[config.mk]
export PLATFORM = sky130hd
export DESIGN_NAME = seg_scan_ctrl
export DESIGN_NICKNAME = d
export VERILOG_FILES = /design/src/rtl/seg_pkg.sv /design/src/rtl/seg_slot_timer.sv /design/src/rtl/seg_scan_ctrl.sv
export SDC_FILE = /design/constraint.sdc
export NUM_CORES = 1
export LEC_CHECK = 0
export ABC_AREA = 1
export ABC_CLOCK_PERIOD_IN_PS = 2400
export CAP_MARGIN = 20
export CORE_ASPECT_RATIO = 1.2
export CORE_UTILIZATION = 55
export CTS_CLUSTER_DIAMETER = 150
export CTS_CLUSTER_SIZE = 20
export DETAILED_ROUTE_END_ITERATION = 12
export GPL_ROUTABILITY_DRIVEN = 0
export PLACE_DENSITY = 0.79
export SYNTH_ARGS = -nofsm -noshare
export SYNTH_HDL_FRONTEND = slang
export SYNTH_SLANG_ARGS = --single-unit
[constraint.sdc]
create_clock -name clk -period 2.4 [get_ports clk]
set_input_delay 0.48 -clock clk [delete_from_list [all_inputs] [get_ports clk]]
set_output_delay 0.48 -clock clk [all_outputs]
set_load 0.05 [all_outputs]
[src/rtl/seg_pkg.sv]
// Shared types and constants for the seven-segment scan controller.
package seg_pkg;

    typedef enum logic [1:0] {
        LOAD  = 2'd0,
        DRIVE = 2'd1,
        GAP   = 2'd2
    } state_e;

    typedef logic [1:0]      digit_idx_t;
    typedef logic [3:0][3:0] snap_t;

    localparam logic [3:0] AN_OFF = 4'b1111;

    // A digit is hidden only when it and every digit to its left are zero.
    function automatic logic digit_visible(snap_t snap, digit_idx_t idx, logic lz_en);
        logic vis;
        vis = 1'b1;
        if (lz_en) begin
            case (idx)
                2'd3:    vis = (snap[3] != 4'd0);
                2'd2:    vis = |{snap[3], snap[2]};
                2'd1:    vis = |{snap[3], snap[2], snap[1]};
                default: vis = 1'b1;
            endcase
        end
        return vis;
    endfunction

    function automatic logic [3:0] an_onehot(digit_idx_t idx);
        return ~(4'b0001 << idx);
    endfunction

endpackage

[src/rtl/seg_slot_timer.sv]
// Per-slot cycle counter: flags the last DRIVE cycle and the last cycle of a slot.
module seg_slot_timer #(
    parameter int DIV       = 4000,
    parameter int BLANK_CYC = 400
) (
    input  logic clk,
    input  logic rst_n,
    input  logic clear_i,
    output logic end_drive_o,
    output logic end_slot_o,
    output logic last_next_o
);

    localparam int              CW         = (DIV > 1) ? $clog2(DIV) : 1;
    localparam logic [CW-1:0]   LAST       = CW'(DIV - 1);
    localparam logic [CW-1:0]   DRIVE_LAST = CW'(DIV - BLANK_CYC - 1);

    logic [CW-1:0] cnt_q;
    logic [CW-1:0] cnt_d;

    always_comb begin
        // NOTE: default assignment first so no path leaves cnt_d unassigned (no latch).
        cnt_d = cnt_q + CW'(1);
        if (clear_i || (cnt_q == LAST)) begin
            cnt_d = '0;
        end
    end

    // NOTE: sequential state uses non-blocking assignments only.
    always_ff @(posedge clk) begin
        if (!rst_n) begin
            cnt_q <= '0;
        end else begin
            cnt_q <= cnt_d;
        end
    end

    assign end_drive_o = (cnt_q == DRIVE_LAST);
    assign end_slot_o  = (cnt_q == LAST);
    // Lets the top register frame_tick so it lands on the frame's final cycle.
    assign last_next_o = (cnt_d == LAST);

endmodule

[src/rtl/seg_scan_ctrl.sv]
// Four-digit multiplexed display scanner with dead time, leading-zero
// suppression, alarm blinking and a per-frame digit snapshot.
module seg_scan_ctrl
    import seg_pkg::*;
#(
    parameter int DIV          = 4000,
    parameter int BLANK_CYC    = 400,
    parameter int BLINK_FRAMES = 64
) (
    input  logic       clk,
    input  logic       rst_n,
    input  logic [3:0] bin0,
    input  logic [3:0] bin1,
    input  logic [3:0] bin2,
    input  logic [3:0] bin3,
    input  logic       lz_en,
    input  logic       blink_en,
    output logic [3:0] AN,
    output logic [3:0] small_bin,
    output logic [1:0] digit_idx,
    output logic       frame_tick
);

    localparam int            BW    = (BLINK_FRAMES > 1) ? $clog2(BLINK_FRAMES) : 1;
    localparam logic [BW-1:0] BLAST = BW'(BLINK_FRAMES - 1);

    state_e        state_q, state_d;
    digit_idx_t    idx_q, idx_d;
    snap_t         snap_q, snap_d;
    logic [3:0]    an_q, an_d;
    logic [3:0]    sb_q, sb_d;
    logic          ft_q, ft_d;
    logic [BW-1:0] blink_cnt_q, blink_cnt_d;
    logic          phase_q, phase_d;
    logic          visible;

    logic end_drive;
    logic end_slot;
    logic last_next;

    seg_slot_timer #(
        .DIV       (DIV),
        .BLANK_CYC (BLANK_CYC)
    ) u_slot_timer (
        .clk         (clk),
        .rst_n       (rst_n),
        .clear_i     (state_q == LOAD),
        .end_drive_o (end_drive),
        .end_slot_o  (end_slot),
        .last_next_o (last_next)
    );

    always_comb begin
        state_d     = state_q;
        idx_d       = idx_q;
        snap_d      = snap_q;
        blink_cnt_d = blink_cnt_q;
        phase_d     = phase_q;

        case (state_q)
            LOAD: begin
                snap_d  = {bin3, bin2, bin1, bin0};
                idx_d   = '0;
                state_d = DRIVE;
            end
            DRIVE, GAP: begin
                // end_slot wins over end_drive so a zero dead time skips GAP.
                if (end_slot) begin
                    if (idx_q == 2'd3) begin
                        idx_d   = '0;
                        state_d = LOAD;
                    end else begin
                        idx_d   = idx_q + 2'd1;
                        state_d = DRIVE;
                    end
                end else if (end_drive && (state_q == DRIVE)) begin
                    state_d = GAP;
                end
            end
            default: state_d = LOAD;
        endcase

        if (!blink_en) begin
            blink_cnt_d = '0;
            phase_d     = 1'b1;
        end else if (ft_q) begin
            if (blink_cnt_q == BLAST) begin
                blink_cnt_d = '0;
                phase_d     = ~phase_q;
            end else begin
                blink_cnt_d = blink_cnt_q + BW'(1);
            end
        end

        // Live lz_en/blink_en gate the very next AN value; the digits come from the snapshot.
        visible = digit_visible(snap_d, idx_d, lz_en) && (!blink_en || phase_q);
        an_d    = ((state_d == DRIVE) && visible) ? an_onehot(idx_d) : AN_OFF;
        sb_d    = (state_d == LOAD) ? sb_q : snap_d[idx_d];
        ft_d    = (state_d != LOAD) && (idx_d == 2'd3) && last_next;
    end

    always_ff @(posedge clk) begin
        if (!rst_n) begin
            state_q     <= LOAD;
            idx_q       <= '0;
            snap_q      <= '0;
            an_q        <= AN_OFF;
            sb_q        <= '0;
            ft_q        <= 1'b0;
            blink_cnt_q <= '0;
            phase_q     <= 1'b1;
        end else begin
            state_q     <= state_d;
            idx_q       <= idx_d;
            snap_q      <= snap_d;
            an_q        <= an_d;
            sb_q        <= sb_d;
            ft_q        <= ft_d;
            blink_cnt_q <= blink_cnt_d;
            phase_q     <= phase_d;
        end
    end

    assign AN         = an_q;
    assign small_bin  = sb_q;
    assign digit_idx  = idx_q;
    assign frame_tick = ft_q;

endmodule

# Word level (Yosys, flattened, before mapping)
# Cells that the tools add are included.
[totals] wordCells=62 out_inout_bits=11 in_bits=20 reg_bits=48
[op_classes] add_sub_neg=3 n_reduce_logical=18 bitwise_logic=2 eq_ne=11 muxes=14 magnitude_cmp=1 shift=1
[op_table] op="== test 12 bit (second input constant)" count=3
[op_table] op="two-way mux 16 bit" count=1
[op_table] op="adder 12 x 1 -> 12 bit (second input constant)" count=1
[op_table] op="two-way mux 12 bit" count=1
[op_table] op="OR reduction 12 bit" count=1
[op_table] op="binary-select mux 4 bit (select 2 bit)" count=1
[op_table] op="== test 2 bit (second input constant)" count=4
[op_table] op="two-way mux 2 bit" count=4
[op_table] op="one-hot mux 2 bit (2 select lines)" count=2
[op_table] op="OR reduction 8 bit" count=1
[op_table] op="adder 6 x 1 -> 6 bit (second input constant)" count=1
[op_table] op="== test 2 x 1 -> 1 bit (second input constant)" count=3
[op_table] op="== test 6 bit (second input constant)" count=1
[op_table] op="two-way mux 6 bit" count=1
[op_table] op="AND reduction 2 bit" count=3
[op_table] op="logical AND 1 bit" count=5
[op_table] op="logical NOT 2 bit" count=2
[op_table] op="two-way mux 4 bit" count=1
[op_table] op="NOT 4 bit" count=1
[op_table] op="nonzero test 4 bit" count=1
[op_table] op="left shift 1 x 2 -> 4 bit (first input constant)" count=1
[op_table] op="less-than comparator 2 x 3 -> 1 bit (second input constant)" count=1
[op_table] op="one-hot mux 1 bit (3 select lines)" count=1
[op_table] op="adder 2 x 1 -> 2 bit (second input constant)" count=1
[op_table] op="other kinds (6)" count=8

# Logic depth before layout (Yosys ltp)
[depth] depth_word=10 depth_mapped=14 ltp_nobuf=13

# Hierarchy
# From an unflattened synthesis, not the netlist that was laid out.
[hier_totals] cells_unflattened=392 area_unflattened_um2=2566.2
[modules_own_cells] module="seg_scan_ctrl" seq_area_each_um2=720.7 n_inst=1 area_per_inst_um2=1855.5 cells_per_inst=283
[modules_own_cells] module="seg_slot_timer" seq_area_each_um2=240.2 n_inst=1 area_per_inst_um2=710.7 cells_per_inst=109

# Worst setup path after synthesis
# OpenSTA, ideal clock, no wires.
[synth_timing] kind="register -> register" start="register idx_q[0] (netlist: digit_idx[0])" end="register an_q[0] (netlist: AN[0])" setup_ps=125 setup_slack_ps=562 arrival_time_ps=1713 t_required_ps=2275 n_path_buf=1 period_less_slack_ps=1838 path_stages_with_launch=10 path_cell_list="dfxtp_1 ha_1 nand3b_2 clkinv_1 nor2_2 buf_6 o21ai_1 nand2_1 nand2_2 nand3_1"
[synth_between] elab_chain_len=10 word_cells_on_any_way=19 classes_between="add/sub (1); eq/ne (5); shift (1); mux (8); bitwise (1); reduce/logical (3)"
[synth_lines] element="start, declared" line_no="seg_scan_ctrl.sv:28" rtl="digit_idx_t idx_q, idx_d;"
[synth_lines] element="start signal, assigned" line_no="seg_scan_ctrl.sv:114" rtl="idx_q <= idx_d;"
[synth_lines] element="adder 2 x 1 -> 2 bit / == test 2 bit (equally long branches)" line_no="seg_scan_ctrl.sv:73, seg_scan_ctrl.sv:69"
[synth_lines] element="two-way mux 2 bit" line_no="seg_scan_ctrl.sv:69" rtl="if (idx_q == 2'd3) begin"
[synth_lines] element="two-way mux 2 bit" line_no="seg_scan_ctrl.sv:68" rtl="if (end_slot) begin"
[synth_lines] element="one-hot mux 2 bit (2 select lines)" line_no="seg_scan_ctrl.sv:60" rtl="case (state_q)"
[synth_lines] element="== test 2 x 1 -> 1 bit / == test 2 bit (equally long branches)" line_no="seg_pkg.sv:20" rtl="case (idx)"
[synth_lines] element="one-hot mux 1 bit (3 select lines)" line_no="seg_pkg.sv:20"
[synth_lines] element="two-way mux 1 bit" line_no="seg_pkg.sv:19" rtl="if (lz_en) begin"
[synth_lines] element="logical AND 1 bit" line_no="seg_scan_ctrl.sv:96" rtl="visible = digit_visible(snap_d, idx_d, lz_en) && (!blink_en || phase_q);"
[synth_lines] element="logical AND 1 bit" line_no="seg_scan_ctrl.sv:97" rtl="an_d = ((state_d == DRIVE) && visible) ? an_onehot(idx_d) : AN_OFF;"
[synth_lines] element="AND reduction 2 bit (no source line)"
[synth_lines] element="end signal, assigned" line_no="seg_scan_ctrl.sv:116" rtl="an_q <= an_d;"
[synth_lines] element="end, declared" line_no="seg_scan_ctrl.sv:30" rtl="logic [3:0] an_q, an_d;"
# Parallel ways exist; a longest one is shown, timed or not.
# A chain may end at the register's enable or synchronous reset.

# Worst setup path in the final report
[layout_timing] start="register state_q[1]" end="register an_q[1] (netlist: AN[1])"
[layout_between] elab_chain_len=9 word_cells_on_any_way=24 classes_between="eq/ne (6); shift (1); mux (7); bitwise (1); reduce/logical (9)"
[layout_lines] element="start, declared" line_no="seg_scan_ctrl.sv:27" rtl="state_e state_q, state_d;"
[layout_lines] element="start signal, assigned" line_no="seg_scan_ctrl.sv:113" rtl="state_q <= state_d;"
[layout_lines] element="== test 2 x 1 -> 1 bit / == test 2 bit (equally long branches)" line_no="seg_scan_ctrl.sv:60, seg_scan_ctrl.sv:76"
[layout_lines] element="OR reduction 2 bit" line_no="seg_scan_ctrl.sv:60"
[layout_lines] element="one-hot mux 2 bit (2 select lines)" line_no="seg_scan_ctrl.sv:60"
[layout_lines] element="== test 2 x 1 -> 1 bit / == test 2 bit (equally long branches)" line_no="seg_pkg.sv:20"
[layout_lines] element="one-hot mux 1 bit (3 select lines)" line_no="seg_pkg.sv:20"
[layout_lines] element="two-way mux 1 bit" line_no="seg_pkg.sv:19"
[layout_lines] element="logical AND 1 bit" line_no="seg_scan_ctrl.sv:96"
[layout_lines] element="logical AND 1 bit" line_no="seg_scan_ctrl.sv:97"
[layout_lines] element="AND reduction 2 bit (no source line)"
# Parallel ways exist; a longest one is shown, timed or not.

==> reports/metrics.cfg <==
[clock_network]
cts_root_buffer=clkbuf_8
clk_pin_slew_ns=0.09
numCtsBuffers=5
cts_tree=done
ctsResizeCount=0
clk_latency_ns=0.30
post_cts_buffers=0
cts_hold_buf=0
cts_buffer_depth=2
cts.sinks=48
h-tree-depth=2

[flow_run]
maxCapViolCount=0

[placed_design]
io_buffers=30
dpl_worst_slack_ns=0.284
dp.cells=435
dp_hpwl_um=3810

[power_and_ir_drop]
leakagePower_nw=1.32
pwr_density_cell_mw_per_mm2=618
vdd_drop_max_uv=415
p_total_w=0.00181

[floorplanning]
start_util_pct=57.4
die_h_um=75.4
coreArea_mm2=0.00429
die_width_um=63.1
core.rowCount=26
die_area_mm2=0.00476
ios=31

[global_routing]
grt_pass1_wl_um=8400
overflow=0
grt_pass1_vias=2021
antenna_found_initial=0
grt_max_degree=19
grt_usage_pct=22.7

[yosys]
ys_seq_area_share_pct=39.0
syn_nets=379
yosys_warnings=0
synth-edff-count=0
postSynthAreaPerCell_um2=6.99
ys_ff_latch=48
synth_cell_type_count=36
syn_inst=353
syn_area_mm2=0.00247
synth_area_leaders=dfxtp_1 (39%), nor2_1 (9.1%), inv_1 (8.5%)
synth_largest_area_cell=dfxtp_1
dominantRegCellSynth=dfxtp_1
synth_async_sr_flop_share_pct=0
synth_top_area_share_pct=39.0
synth_most_common_cell=nor2_1
ys_top_cells_by_count=nor2_1 (60), inv_1 (56), nand2_1 (54), dfxtp_1 (48), nand3_1 (29)

[critical_path]
path_delay_family=simple AND/OR/NAND/NOR gates
required_ns=2.65
crit_cells=12
crit_path_max_incr_delay_ns=0.49
arrival_ns=2.34
crit_type=reg2reg
crit_path_end_kind=flip-flop
path_buf_inv=2
r2r_end=AN[1]$_SDFF_PN1_
worstRegToRegCells=12
path_cells=inv_1 > ha_1 > nand2_1 > o21ai_0 > inv_1 > nor3_2 > nand3_1 > nor2_1 > o21ai_1 > nand2_1 > nand2_2 > nand3_1
crit_path_start=state_q[1]$_SDFF_PN0_
r2r_setup_slack_ns=0.31
crit_path_end=AN[1]$_SDFF_PN1_
worst_setup_path_start_kind=flip-flop
worstReg2RegStart=state_q[1]$_SDFF_PN0_
crit_fanout=16
crit_path_top_delay_cell=ha_1

[layout]
n_antenna_cell=0
fin_nets=412
areaGrowthSynthToFinish_pct=18.6
drive_gt1_share_pct=10.1
finish.utilization_pct=68.1
fin_cells=443
n_fill_cell=389

[detailed_routing]
vias=2237
wirelength_um=4920
drt-vias-per-instance=5.05
first_iter_violations=98
drtAntennaViolNets=0
first_pass_iters=4
wl_per_cell_um=11.1
drc=0

[timing]
finalCriticalPeriod_ns=2.09
period_share_pct=87.0
hold_viol=0
worst_slack_ns=0.312
rsz0062_at_grt=no
slew_headroom_pct=66.0
worst_pin_slew_ns=0.509
fmaxAchievable_ghz=0.479
finalSetupViolations=0
drv_slew=0
setup_tns_ns=0
clock_skew_ns=0.00710

[status]
outcome=finished, final reports clean

[worst_hold_path]
hold_path.class=reg2reg

[how the worst min path moves through the flow]
stage | from | to | slack [ns] | cells past startpoint
after global placement | phase_q$_SDFFE_PN1P_ | phase_q$_SDFFE_PN1P_ | 0.47 | 1
after global routing | phase_q$_SDFFE_PN1P_ | phase_q$_SDFFE_PN1P_ | 0.52 | 1
after floorplan | phase_q$_SDFFE_PN1P_ | phase_q$_SDFFE_PN1P_ | 0.44 | 1
final | phase_q$_SDFFE_PN1P_ | phase_q$_SDFFE_PN1P_ | 0.50 | 1
after CTS | phase_q$_SDFFE_PN1P_ | phase_q$_SDFFE_PN1P_ | 0.50 | 1
after detailed placement | phase_q$_SDFFE_PN1P_ | phase_q$_SDFFE_PN1P_ | 0.48 | 1
[power breakdown]
| part | internal [W] | switching (W) |
|---|---|---|
| clock | 0.000309 | 0.000279 |
| sequential | 0.000846 | 0.0000171 |
| combinational | 0.000134 | 0.000223 |
| total | 0.00129 | 0.000519 |
[routing by layer]
layer	share of wire, %	global-route usage [%]	routed length, µm
met1	44	25.0	2140
met2	51	42.4	2530
met3	2.8	4.49	136
met4	2.1	10.9	105
met5	0	0	0
[logic make-up after synthesis]
group | share of synthesized area [%]
compound gates | 8.22
xor+xnor | 1.42
fa+ha+maj | 3.04
buf+inv | 11.9
flops | 39.0
simple gates | 36.4
[final cells by class]
| type | count | area [µm²] | share of cell area [%] |
|---|---|---|---|
| Inverter | 60 | 225 | 7.70 |
| Tap cell | 56 | 70.1 | 2.40 |
| Multi-Input combinational cell | 235 | 1210 | 41.4 |
| Sequential cell | 48 | 961 | 32.9 |
| Timing Repair Buffer | 36 | 345 | 11.8 |
| Clock buffer | 5 | 68.8 | 2.35 |
| Clock inverter | 3 | 42.5 | 1.45 |
[registers in the layout, indices dropped and copies added (netlist names)]
signal and cells:
blink_cnt_q 6, small_bin 4, frame_tick 1, state_q 2
digit_idx 2, u_slot_timer.cnt_q 12, snap_q 16, phase_q 1
AN 4
[per-stage QoR]
step | hold slack (ns) | cell area [µm²]
final | 0.496 | 2920
after CTS | 0.495 | 2920
after detailed placement | 0.480 | 2810
after global placement | 0.466 | 2810
after global routing | 0.520 | 2920
after floorplan | 0.440 | 2470
[layout by cell type, fill, tap and decap left out, drive strengths merged, types with 2 or more instances in the layout]
cell,count
a21oi,6
buf,6
clkbuf,5
clkdlybuf4s50,30
clkinv,3
dfxtp,48
ha,6
inv,58
nand2,63
nand3,31
nand3b,2
nand4,8
nor2,67
nor3,14
o21a,2
o21ai,25
xor2,4
No activity file was read; power rests on OpenSTA's default activity.
